[src/rtl/config_chain_loader.sv]
// Serializes bitstream words onto a config DFF chain and returns the displaced bits as readback words.
// Latency: bit 0 of a word is on ccff_head the cycle after acceptance; a stalled readback word holds off shifting.
module config_chain_loader #(
  parameter int CHAIN_LEN = 400,
  parameter int WORD_W    = 32,
  parameter int CNT_W     = 16
) (
  input  logic              prog_clk,
  input  logic              prog_reset,
  input  logic              start,
  input  logic [WORD_W-1:0] word_data,
  input  logic              word_valid,
  output logic              word_ready,
  output logic              ccff_head,
  input  logic              ccff_tail,
  output logic              chain_clk_en,
  output logic [WORD_W-1:0] rb_data,
  output logic              rb_valid,
  input  logic              rb_ready,
  output logic              busy,
  output logic              done
);

  localparam int NWORDS = (CHAIN_LEN + WORD_W - 1) / WORD_W;
  localparam int IDX_W  = (WORD_W > 1) ? $clog2(WORD_W) : 1;

  typedef enum logic [1:0] {IDLE, SHIFT, DRAIN, DONE} state_t;

  state_t            state, state_nxt;
  logic [CNT_W-1:0]  iss_cnt, smp_cnt, word_cnt;
  logic [IDX_W-1:0]  iss_idx, smp_idx;
  logic [WORD_W-1:0] buf_dat, acc, src_dat;
  logic              buf_full;
  logic              xfer, iss_last, smp_last, smp_done, stall, shift_go;

  // Bits are issued one cycle ahead of the chain edge so that chain_clk_en and
  // ccff_head come straight from flops; the tail is sampled while the enable is high.
  always_comb begin
    iss_last   = (iss_idx == IDX_W'(WORD_W - 1)) || (iss_cnt == CNT_W'(CHAIN_LEN - 1));
    smp_last   = (smp_idx == IDX_W'(WORD_W - 1)) || (smp_cnt == CNT_W'(CHAIN_LEN - 1));
    smp_done   = chain_clk_en && smp_last;
    stall      = iss_last && ((rb_valid && !rb_ready) || smp_done);
    word_ready = (state == SHIFT) && (word_cnt < CNT_W'(NWORDS)) &&
                 (!buf_full || (!stall && iss_last));
    xfer       = word_valid && word_ready;
    src_dat    = buf_full ? buf_dat : word_data;
    shift_go   = (state == SHIFT) && (buf_full || xfer) && !stall;
  end

  always_ff @(posedge prog_clk or posedge prog_reset) begin
    if (prog_reset) state <= IDLE;
    else            state <= state_nxt;
  end

  always_comb begin
    state_nxt = state;
    busy      = 1'b0;
    done      = 1'b0;
    case (state)
      IDLE:  if (start) state_nxt = SHIFT;
      SHIFT: begin
        busy = 1'b1;
        if (chain_clk_en && smp_cnt == CNT_W'(CHAIN_LEN - 1)) state_nxt = DRAIN;
      end
      DRAIN: begin
        busy = 1'b1;
        if (rb_valid && rb_ready) state_nxt = DONE;
      end
      DONE: begin
        busy      = 1'b1;
        done      = 1'b1;
        state_nxt = IDLE;
      end
      default: state_nxt = IDLE;
    endcase
  end

  always_ff @(posedge prog_clk or posedge prog_reset) begin
    if (prog_reset) begin
      iss_cnt      <= '0;
      smp_cnt      <= '0;
      word_cnt     <= '0;
      iss_idx      <= '0;
      smp_idx      <= '0;
      buf_dat      <= '0;
      buf_full     <= 1'b0;
      acc          <= '0;
      ccff_head    <= 1'b0;
      chain_clk_en <= 1'b0;
      rb_data      <= '0;
      rb_valid     <= 1'b0;
    end else begin
      chain_clk_en <= shift_go;
      if (state == IDLE && start) begin
        iss_cnt  <= '0;
        smp_cnt  <= '0;
        word_cnt <= '0;
        iss_idx  <= '0;
        smp_idx  <= '0;
        buf_dat  <= '0;
        buf_full <= 1'b0;
        acc      <= '0;
      end else begin
        if (xfer) word_cnt <= word_cnt + CNT_W'(1);
        if (shift_go) begin
          ccff_head <= src_dat[0];
          iss_cnt   <= iss_cnt + CNT_W'(1);
          iss_idx   <= iss_last ? '0 : iss_idx + IDX_W'(1);
          // Last used bit leaves: the buffer refills only if a word arrives now.
          if (iss_last) begin
            buf_full <= buf_full && xfer;
            buf_dat  <= word_data;
          end else begin
            buf_full <= 1'b1;
            buf_dat  <= src_dat >> 1;
          end
        end else if (xfer) begin
          buf_full <= 1'b1;
          buf_dat  <= word_data;
        end
        if (chain_clk_en) begin
          smp_cnt <= smp_cnt + CNT_W'(1);
          if (smp_last) begin
            rb_data <= acc | (WORD_W'(ccff_tail) << smp_idx);
            acc     <= '0;
            smp_idx <= '0;
          end else begin
            acc[smp_idx] <= ccff_tail;
            smp_idx      <= smp_idx + IDX_W'(1);
          end
        end
      end
      if (smp_done)                 rb_valid <= 1'b1;
      else if (rb_valid && rb_ready) rb_valid <= 1'b0;
    end
  end

endmodule

[config.mk]
export PLATFORM = sky130hd
export DESIGN_NAME = config_chain_loader
export DESIGN_NICKNAME = d
export VERILOG_FILES = /design/src/rtl/config_chain_loader.sv
export SDC_FILE = /design/constraint.sdc
export NUM_CORES = 1
export LEC_CHECK = 0
export BUFFER_PORTS_ARGS = -buffer_cell sky130_fd_sc_hd__buf_2
export CAP_MARGIN = 30
export CORE_MARGIN = 3
export CORE_UTILIZATION = 46
export CTS_CLUSTER_DIAMETER = 30
export DETAILED_ROUTE_END_ITERATION = 7
export GPL_TIMING_DRIVEN = 1
export PLACE_DENSITY_LB_ADDON = 0.08
export SLEW_MARGIN = 20
export SYNTH_ARGS = -nofsm -noshare
export SYNTH_HDL_FRONTEND = slang
export SYNTH_SLANG_ARGS = --single-unit
[constraint.sdc]
create_clock -name prog_clk -period 14.9 [get_ports prog_clk]
set_clock_uncertainty 0.2 [all_clocks]
set_input_delay 2.98 -clock prog_clk [delete_from_list [all_inputs] [get_ports prog_clk]]
set_output_delay 2.98 -clock prog_clk [all_outputs]
set_load 0.02 [all_outputs]
==> results of run 1 <==
[critical path, delay by kind of cell]
family / cells / cell delay, ns
and+or+nand+nor: 1 / 0.24
buffers and inverters: 2 / 0.25
AOI/OAI and AO/OA: 2 / 0.73
[cell type report]
| class | instances | share of cell area (%) |
|---|---|---|
| flip-flops and latches | 160 | 43.4 |
| multi-input cells | 596 | 40.6 |
| repair buffers | 87 | 5.45 |
| clock buffers | 17 | 4.61 |
| well taps | 220 | 2.98 |
| clock inverters | 15 | 2.06 |
| inverters | 21 | 0.908 |
[power by group through the flow]
| stage | Sequential (mW) | Clock (mW) | Combinational (mW) |
|---|---|---|---|
| 3_3_place_gp | 0.698 | 0 | 0.542 |
| 6_report | 0.702 | 0.455 | 0.560 |
| 3_5_place_dp | 0.708 | 0 | 0.566 |
| 2_1_floorplan | 0.724 | 0 | 0.388 |
| 4_1_cts | 0.701 | 0.465 | 0.567 |
| 5_1_grt | 0.726 | 0.486 | 0.638 |
[cells by family after synthesis]
kind of cell             Yosys count  share of synthesized area [%]
AND/OR/NAND/NOR                  282                           17.0
multiplexers                      68                           8.88
adder cells (fa/ha/maj)           16                           2.47
buffers and inverters             81                           4.28
flip-flops                       160                           49.4
XOR/XNOR                          21                           2.27
AO/OA/AOI/OAI                    209                           15.7
[placed cells by master, fill, tap and decap left out, types with 20 or more instances in the layout]
master,n
a21oi_1,46
a221oi_1,31
buf_2,76
dfrtp_1,160
inv_1,20
mux2_2,31
mux2i_1,37
nand2_1,100
nand3_1,54
nor2_1,40
o21ai_0,81
o22ai_1,32
[metal layers]
metal | vias to the layer above | global-route usage (%) | wire [um]
li1 | 3112 | - | -
met1 | 3151 | 28.2 | 8910
met2 | 139 | 31.3 | 8730
met3 | 17 | 4.24 | 829
met4 | 0 | 5.15 | 198
met5 | - | 0 | 0
[synthesized netlist by cell type (all sizes together) (16+ instances only)]
cell type,count,area (um2)
a21oi,46,230
a221oi,31,272
and2,17,108
clkbuf,48,183
dfrtp,160,4000
ha,16,200
inv,21,78.8
mux2,31,349
mux2i,37,370
nand2,101,382
nand3,54,270
nor2,40,150
o21ai,81,405
o22ai,32,200
[how the worst max path moves through the flow]
stage | cells past startpoint | from | end
global route | 5 | rb_ready | word_ready
global placement | 5 | rb_ready | word_ready
finish | 5 | rb_ready | word_ready
CTS | 5 | rb_ready | word_ready
floorplan | 1 | prog_reset | acc[0]$_DFFE_PP0P_
detailed placement | 5 | rb_ready | word_ready
[sequential cells by signal, indices dropped and copies added, names as in the netlist]
register / count
acc: 32
iss_idx: 5
smp_cnt: 16
buf_full: 1
iss_cnt: 16
smp_idx: 5
state: 2
word_cnt: 16
ccff_head: 1
rb_data: 32
chain_clk_en: 1
rb_valid: 1
buf_dat: 32
==> run summary, run 1 <==
First-pass GRT wire length - 32.0 mm
Combinational power share - 32.6%
Layout Utilization - 54.5%
Required @ worst endpoint - 11.72 ns
Multi-input gate area - 0.00375 mm2
Placed Cells - 1083
Synth Instances - 837
Worst Path Max Fanout - 4
Seq pwr share - 40.9%
Fin crit share - 49.6%
Final setup TNS - 0 ns
Antenna diode count - 0
Cell mode on critical path - buf_2
1st-pass router iterations - 5
Mapped cell area - 0.00810 mm2
Final WS setup - 7.51 ns
Origin of the worst min-delay path - rb_data[8]$_DFFE_PP0P_
GRT Util Overall - 19.9%
Post-Syn Nets - 891
Outcome - complete, no violations
Number of CTS-inserted buffers - 17
Int Pwr - 1.08 mW
Asr flop ratio synth - 100%
Fin. max-slew vios - 0
H-tree Lvls - 4
Vias in the first global route - 6356
Non-Filler Instances - 1116
Peak supply drop - 0.0903 mV
Nature of the critical path endpoint - primary output
DRC - 0
Layout net count - 937
Post-route ant nets - 0
Hold Crit Depth - 2
Post-synth EDFFs - 0
Fin Hold WS - 0.273 ns
Startpoint Class - input pin
Worst-Margin Slew - 0.863 ns
CTS root buf - clkbuf_16
Filler instances - 1569
Initial DRC count - 399
Reg-to-Reg End - buf_dat[31]$_DFFE_PP0P_
Total die area - 0.0192 mm2
Largest net degree at the start of global routing - 86
Switching part of the total - 36.9%
Worst skew pair latency - 0.43 ns
RSZ-0062 raised after global routing - false
Die height - 139 um
Register bit total from synthesis - 160
HP Class - reg -> reg
Most used DFF post-synth - dfrtp_1
Total gr overflow - 0
FF-to-FF path depth - 10
Final wirelength - 18.7 mm
Die Span X - 139 um
Via count - 6419
Crit-path max cell delay - 0.57 ns
Port buffer count - 75
Clock Sinks - 160
DP Worst Slack - 7.49 ns
Data arrival, critical path - 4.21 ns
Mapped Avg Cell Area - 9.68 um2
DR WL/cell - 16.7 um
Slew Limit Headroom - 42.4%
Fin area - 0.00923 mm2
P_sw - 0.634 mW
Worst Hold Path EP - rb_data[8]$_DFFE_PP0P_
CORE AREA - 0.0169 mm2
RePlAce Congestion - 0.850
Clock power share - 26.5%
Total power - 1.72 mW
Synth Warn # - 0
# rows - 47
Max Cap Viol - 0
Post-cts sizing count - 0
Initial antenna violation count - 0
F_max - 135 MHz
Placed cell area - 0.00860 mm2
Hold_buf cts - 0
Clock-pin slew on the worst setup and hold paths - 0.07 ns
Fin. Hold Viols - 0
Area Overhead vs Synth - 14.0%
Leak pwr - 4.43 nW
Number of setup buffers added after CTS - 0
Unique masters post-synth - 48
Crit path max-delay cell type - o31ai_1
Seq/Total Area, Yosys - 49.4%
FF+latch area - 0.00400 mm2
Initial Util - 47.8%
Detail Placement HPWL - 12.1 mm
Routed vias/inst - 5.75
# IOs - 76
R2R setup slack - 11.37 ns
Critical setup path kind - in -> out
Tmin final - 7.39 ns
Final Setup Violations - 0
Power Density - 186 mW/mm2
Crit-path cells - buf_2 > o21ai_0 > o31ai_1 > and3_1 > buf_2
Share of cells above drive strength 1 - 18.0%
CTS tree - built
Bufs on Longest Clock Path - 2
FF-to-FF Start - smp_idx[0]$_DFFE_PP0P_
Power figures use the tool's default switching activity.
==> run 2, diff against run 1 <==
==> constraint.sdc (replaced) <==
create_clock -name prog_clk -period 7.3 [get_ports prog_clk]
set_clock_uncertainty 0.2 [all_clocks]
set_input_delay 1.46 -clock prog_clk [delete_from_list [all_inputs] [get_ports prog_clk]]
set_output_delay 1.46 -clock prog_clk [all_outputs]
set_load 0.02 [all_outputs]
==> run 2 against run 1 <==
- global-route usage down 0.13 points
- core utilization up 0.15 points
- hold slack worse by 0.0026 ns
- register-to-register slack worse by 7.6 ns
- cell count about the same
- via count up 0.48%
- clock-buffer cell count up 3
- non-clock buffer count unchanged
- sequential power up 100%
- critical endpoint unchanged
- combinational power up 110%
==> run summary, run 2 (synthesis gave the netlist of run 1 again) <==
DP Worst Slack - 2.94 ns
Largest net degree at the start of global routing - 102
Worst Path Max Fanout - 8
Total die area - 0.0192 mm2
Slew Limit Headroom - 42.8%
Post-cts sizing count - 0
Startpoint Class - register
Initial DRC count - 374
Max Cap Viol - 0
Tmin final - 4.41 ns
Clock-pin slew on the worst setup and hold paths - 0.06 ns
1st-pass router iterations - 5
RePlAce Congestion - 0.803
H-tree Lvls - 4
GRT Util Overall - 19.7%
Peak supply drop - 0.192 mV
Worst skew pair latency - 0.42 ns
Leak pwr - 4.44 nW
Final wirelength - 18.8 mm
Share of cells above drive strength 1 - 17.7%
Data arrival, critical path - 2.75 ns
Number of setup buffers added after CTS - 0
CTS root buf - clkbuf_16
First-pass GRT wire length - 31.9 mm
Final WS setup - 2.89 ns
Fin. Hold Viols - 0
Area Overhead vs Synth - 14.3%
Routed vias/inst - 5.77
Port buffer count - 75
Final Setup Violations - 0
GR peak layer - met2
Number of CTS-inserted buffers - 17
Outcome - complete, no violations
Initial antenna violation count - 0
Fin. max-slew vios - 0
Required @ worst endpoint - 5.64 ns
Layout net count - 937
Fin crit share - 60.4%
Critical setup path kind - reg -> out
Bufs on Longest Clock Path - 2
Initial Util - 47.8%
Clock Sinks - 160
Die Span X - 139 um
Via count - 6450
Total gr overflow - 0
Met3 Usage GRT - 3.69%
Power Density - 382 mW/mm2
Final setup TNS - 0 ns
CORE AREA - 0.0169 mm2
Met2 usage - 30.5%
Vias in the first global route - 6324
Most frequent cells in the layout - dfrtp_1, nand2_1, o21ai_0
Nature of the critical path endpoint - primary output
FF-to-FF path depth - 10
Hold_buf cts - 0
Top Registers - acc x32, buf_dat x32, rb_data x32
Die height - 139 um
CTS tree - built
Post-route ant nets - 0
Most common cell after layout, fill and taps aside - dfrtp_1
DRC - 0
Detail Placement HPWL - 12.2 mm
Total power - 3.53 mW
RSZ-0062 raised after global routing - false
HP Class - reg -> reg
GR Util met1 - 28.5%
# IOs - 76
F_max - 227 MHz
DR WL/cell - 16.8 um
# rows - 47
Hold Crit Depth - 2
Worst-Margin Slew - 0.856 ns
[run 2: cell count changes in the layout (fill, tap and decap cells not counted)]
| cell | previous run | this run |
|---|---|---|
| buf_16 | 0 | 1 |
| clkbuf_1 | 0 | 2 |
| clkinvlp_4 | 3 | 2 |
| clkinv_2 | 0 | 1 |
| clkinv_8 | 1 | 0 |
| clkbuf_8 | 0 | 1 |
| clkinv_4 | 0 | 4 |
| bufinv_16 | 2 | 4 |
| inv_6 | 5 | 2 |
| inv_8 | 5 | 0 |
| buf_12 | 2 | 1 |
| diode_2 | 0 | 1 |
[run 2: cell type report]
class	instances	area [um2]
diodes	1	2.50
clock buffers	20	447
clock inverters	12	184
fillers	1535	7680
inverters	21	83.8
multi-input cells	596	3750
flip-flops and latches	160	4000
well taps	220	275
repair buffers	87	510
[run 2: routing by layer]
layer,part of all wire [%],up-vias
met4,1.3,0
met5,0,-
met2,46,128
met1,49,3192
li1,-,3109
met3,3.7,21
[run 2: stage by stage]
step | area (um2) | utilization, % | cells | hold slack (ns)
6_report | 9260 | 54.7 | 1117 | 0.271
5_1_grt | 9260 | 54.6 | 1116 | 0.296
4_1_cts | 9230 | 54.5 | 1115 | 0.279
3_5_place_dp | 8600 | 50.8 | 1083 | 0.264
3_3_place_gp | 8540 | 50.4 | 1079 | 0.260
2_1_floorplan | 8100 | - | 837 | 0.244
[run 2: critical path, cell delays in order (launching register included)]
cell and delay [ns]:
dfrtp_1 0.47, ha_1 0.25, and3_1 0.18, ha_1 0.22, nand2_1 0.08, o21ai_0 0.18
o31ai_1 0.56, and3_1 0.23, buf_2 0.16
[run 2: worst paths after layout]
check	to	start	slack [ns]
worst max-delay path	word_ready	smp_idx[0]$_DFFE_PP0P_	2.89
worst min-delay path	rb_data[3]$_DFFE_PP0P_	rb_data[3]$_DFFE_PP0P_	0.27
worst max register to register	buf_dat[31]$_DFFE_PP0P_	smp_idx[0]$_DFFE_PP0P_	3.81
worst min register to register	rb_data[3]$_DFFE_PP0P_	rb_data[3]$_DFFE_PP0P_	0.27
max in group asynchronous	smp_cnt[8]$_DFFE_PP0P_	prog_reset	4.92
min in group asynchronous	buf_dat[22]$_DFFE_PP0P_	prog_reset	0.85
[run 2: report_power, final]
part	switching, mW	leakage, nW	total [mW]	internal [mW]
registers	0.230	2.06	1.43	1.20
clock network	0.360	0.301	0.944	0.584
logic	0.667	2.07	1.16	0.488
==> run 3, diff against run 2 <==
--- a/config.mk
+++ b/config.mk
@@ -5,6 +5,7 @@
 export SDC_FILE = /design/constraint.sdc
 export NUM_CORES = 1
 export LEC_CHECK = 0
+export ABC_AREA = 1
 export BUFFER_PORTS_ARGS = -buffer_cell sky130_fd_sc_hd__buf_2
 export CAP_MARGIN = 30
 export CORE_MARGIN = 3
==> constraint.sdc (replaced) <==
create_clock -name prog_clk -period 4.1 [get_ports prog_clk]
set_clock_uncertainty 0.2 [all_clocks]
set_input_delay 0.82 -clock prog_clk [delete_from_list [all_inputs] [get_ports prog_clk]]
set_output_delay 0.82 -clock prog_clk [all_outputs]
set_load 0.02 [all_outputs]
==> run 3 against run 2 <==
- core utilization down 1.2 points
- synthesized cell count increased by 41%
- combinational power is 84% higher
- worst setup slack lost 2.1 ns
- hold slack lost 0.0034 ns
- routed wire length rose by 17%
- first-iteration DRC count grew 51%
- largest power group is now combinational cells
- highest routed layer unchanged
==> run summary, run 3 <==
Non-Filler Instances - 1479
Synth Warn # - 0
Nature of the critical path endpoint - primary output
Initial Util - 47.1%
Top Registers - acc x32, buf_dat x32, rb_data x32
Total die area - 0.0209 mm2
Placed Cells - 1446
Critical path buffers and inverters - 2
RSZ-0062 raised after global routing - false
CTS root buf - clkbuf_16
Commonest cells post-synth - nand2_1, dfrtp_1, nor2_1
DR WL/cell - 14.9 um
Synth area leader - dfrtp_1
Mapped cell area - 0.00884 mm2
Area Overhead vs Synth - 13.6%
1st-pass router iterations - 5
Clock-pin slew on the worst setup and hold paths - 0.06 ns
Data arrival, critical path - 2.30 ns
Fin area - 0.0100 mm2
Power Density - 594 mW/mm2
FF-to-FF path depth - 15
Largest net degree at the start of global routing - 112
Final WS setup - 0.781 ns
Hold_buf cts - 0
Synth Instances - 1184
Total gr overflow - 0
Worst-Margin Slew - 0.852 ns
Most frequent cells in the layout - nand2_1, dfrtp_1, nor2_1
Die height - 145 um
H-tree Lvls - 4
Top-count cell post-synth - nand2_1
Post-Syn Nets - 1238
Post-route ant nets - 0
Post-synth EDFFs - 0
DP Worst Slack - 0.949 ns
Peak supply drop - 0.342 mV
Vias in the first global route - 7430
Fin. max-slew vios - 0
Placed cell area - 0.00937 mm2
Routed vias/inst - 5.35
CORE AREA - 0.0188 mm2
HP Class - reg -> reg
Area contributors post-synth - dfrtp_1, nand2_1, o21ai_0
Critical path depth in cells - 11
Startpoint Class - register
Antenna diode count - 0
Post-synth top area share - 45.3%
Worst skew pair latency - 0.44 ns
Share of cells above drive strength 1 - 11.6%
Final wirelength - 22.0 mm
Crit-path cells - ha_1 > nand2_1 > nor2_1 > ha_1 > inv_1 > nand2_1 > nand2_1 > nand3_1 > nand2_2 > and2_1 > buf_2
DRC - 0
CTS tree - built
Detail Placement HPWL - 13.8 mm
Crit path max-delay cell type - dfrtp_1
Tmin final - 3.32 ns
Worst Path Max Fanout - 8
Initial antenna violation count - 0
Asr flop ratio synth - 100%
Unique masters post-synth - 36
Most used DFF post-synth - dfrtp_1
Number of setup buffers added after CTS - 0
Layout net count - 1286
Bufs on Longest Clock Path - 2
RePlAce Congestion - 0.843
Fin. Hold Viols - 0
Post-cts sizing count - 0
CP top delay family - simple AND/OR/NAND/NOR gates
Outcome - complete, no violations
F_max - 301 MHz
Most common cell after layout, fill and taps aside - nand2_1
Final Setup Violations - 0
First-pass GRT wire length - 36.8 mm
Number of CTS-inserted buffers - 17
GRT Util Overall - 21.7%
# rows - 50
Via count - 7906
Clock Sinks - 160
Max Cap Viol - 0
Crit-path max cell delay - 0.46 ns
Required @ worst endpoint - 3.08 ns
Slew Limit Headroom - 43.0%
Critical setup path kind - reg -> out
Hold Crit Depth - 2
Leak pwr - 4.98 nW
Fin crit share - 81.0%
Die Span X - 145 um
Seq/Total Area, Yosys - 45.3%
Register bit total from synthesis - 160
Mapped Avg Cell Area - 7.47 um2
Initial DRC count - 566
# IOs - 76
Final setup TNS - 0 ns
Port buffer count - 75
Cell mode on critical path - nand2_1
[run 3: stage by stage]
stage	utilization, %	power [mW]	hold WS, ns
final	53.5	5.97	0.267
after global routing	53.5	6.42	0.295
after CTS	53.4	6.02	0.271
after detailed placement	49.9	4.22	0.255
after global placement	49.9	4.19	0.250
after floorplan	-	3.71	0.235
[run 3: where the power goes]
part	total, mW	switching, mW	internal, mW	leakage, nW
Clock	1.78	0.677	1.10	0.312
Sequential	2.05	0.195	1.85	2.14
Combinational	2.14	1.48	0.660	2.53
[run 3: cell families (layout without fill, tap and decap cells)]
group	Yosys count	in the layout	share of synthesized area, %
flip-flops	160	160	45.3
buffers and inverters	183	244	8.41
AND/OR/NAND/NOR	613	613	30.1
XOR/XNOR	7	7	0.693
adder cells (fa/ha/maj)	16	16	2.26
AO/OA/AOI/OAI	205	205	13.2
[run 3: cell type report]
| type | instances | area [um2] |
|---|---|---|
| clock buffers | 20 | 447 |
| clock inverters | 12 | 208 |
| fillers | 1861 | 8730 |
| inverters | 117 | 443 |
| multi-input cells | 841 | 4100 |
| flip-flops and latches | 160 | 4000 |
| well taps | 234 | 293 |
| repair buffers | 95 | 551 |
[run 3: final timing paths]
path / start / end / slack (ns)
worst max register to register: smp_idx[0]$_DFFE_PP0P_ / iss_idx[2]$_DFFE_PP0P_ / 0.95
worst max-delay path: smp_idx[0]$_DFFE_PP0P_ / word_ready / 0.78
worst min-delay path: rb_data[19]$_DFFE_PP0P_ / rb_data[19]$_DFFE_PP0P_ / 0.27
worst min register to register: rb_data[19]$_DFFE_PP0P_ / rb_data[19]$_DFFE_PP0P_ / 0.27
max in group asynchronous: prog_reset / buf_dat[6]$_DFFE_PP0P_ / 2.84
min in group asynchronous: prog_reset / rb_data[3]$_DFFE_PP0P_ / 0.35
[run 3: routing by layer]
| layer | vias to the layer above | wire length [um] | track usage, % |
|---|---|---|---|
| met5 | - | 0 | 0 |
| met4 | 0 | 356 | 6.58 |
| met1 | 3666 | 10300 | 29.7 |
| met2 | 187 | 10400 | 34.9 |
| li1 | 4027 | - | - |
| met3 | 26 | 998 | 4.30 |
[run 3: tightest hold or removal path: cells and delay by family (launching register included)]
family	cells	cell delay, ns
flip-flops	1	0.34
AND/OR/NAND/NOR	2	0.09
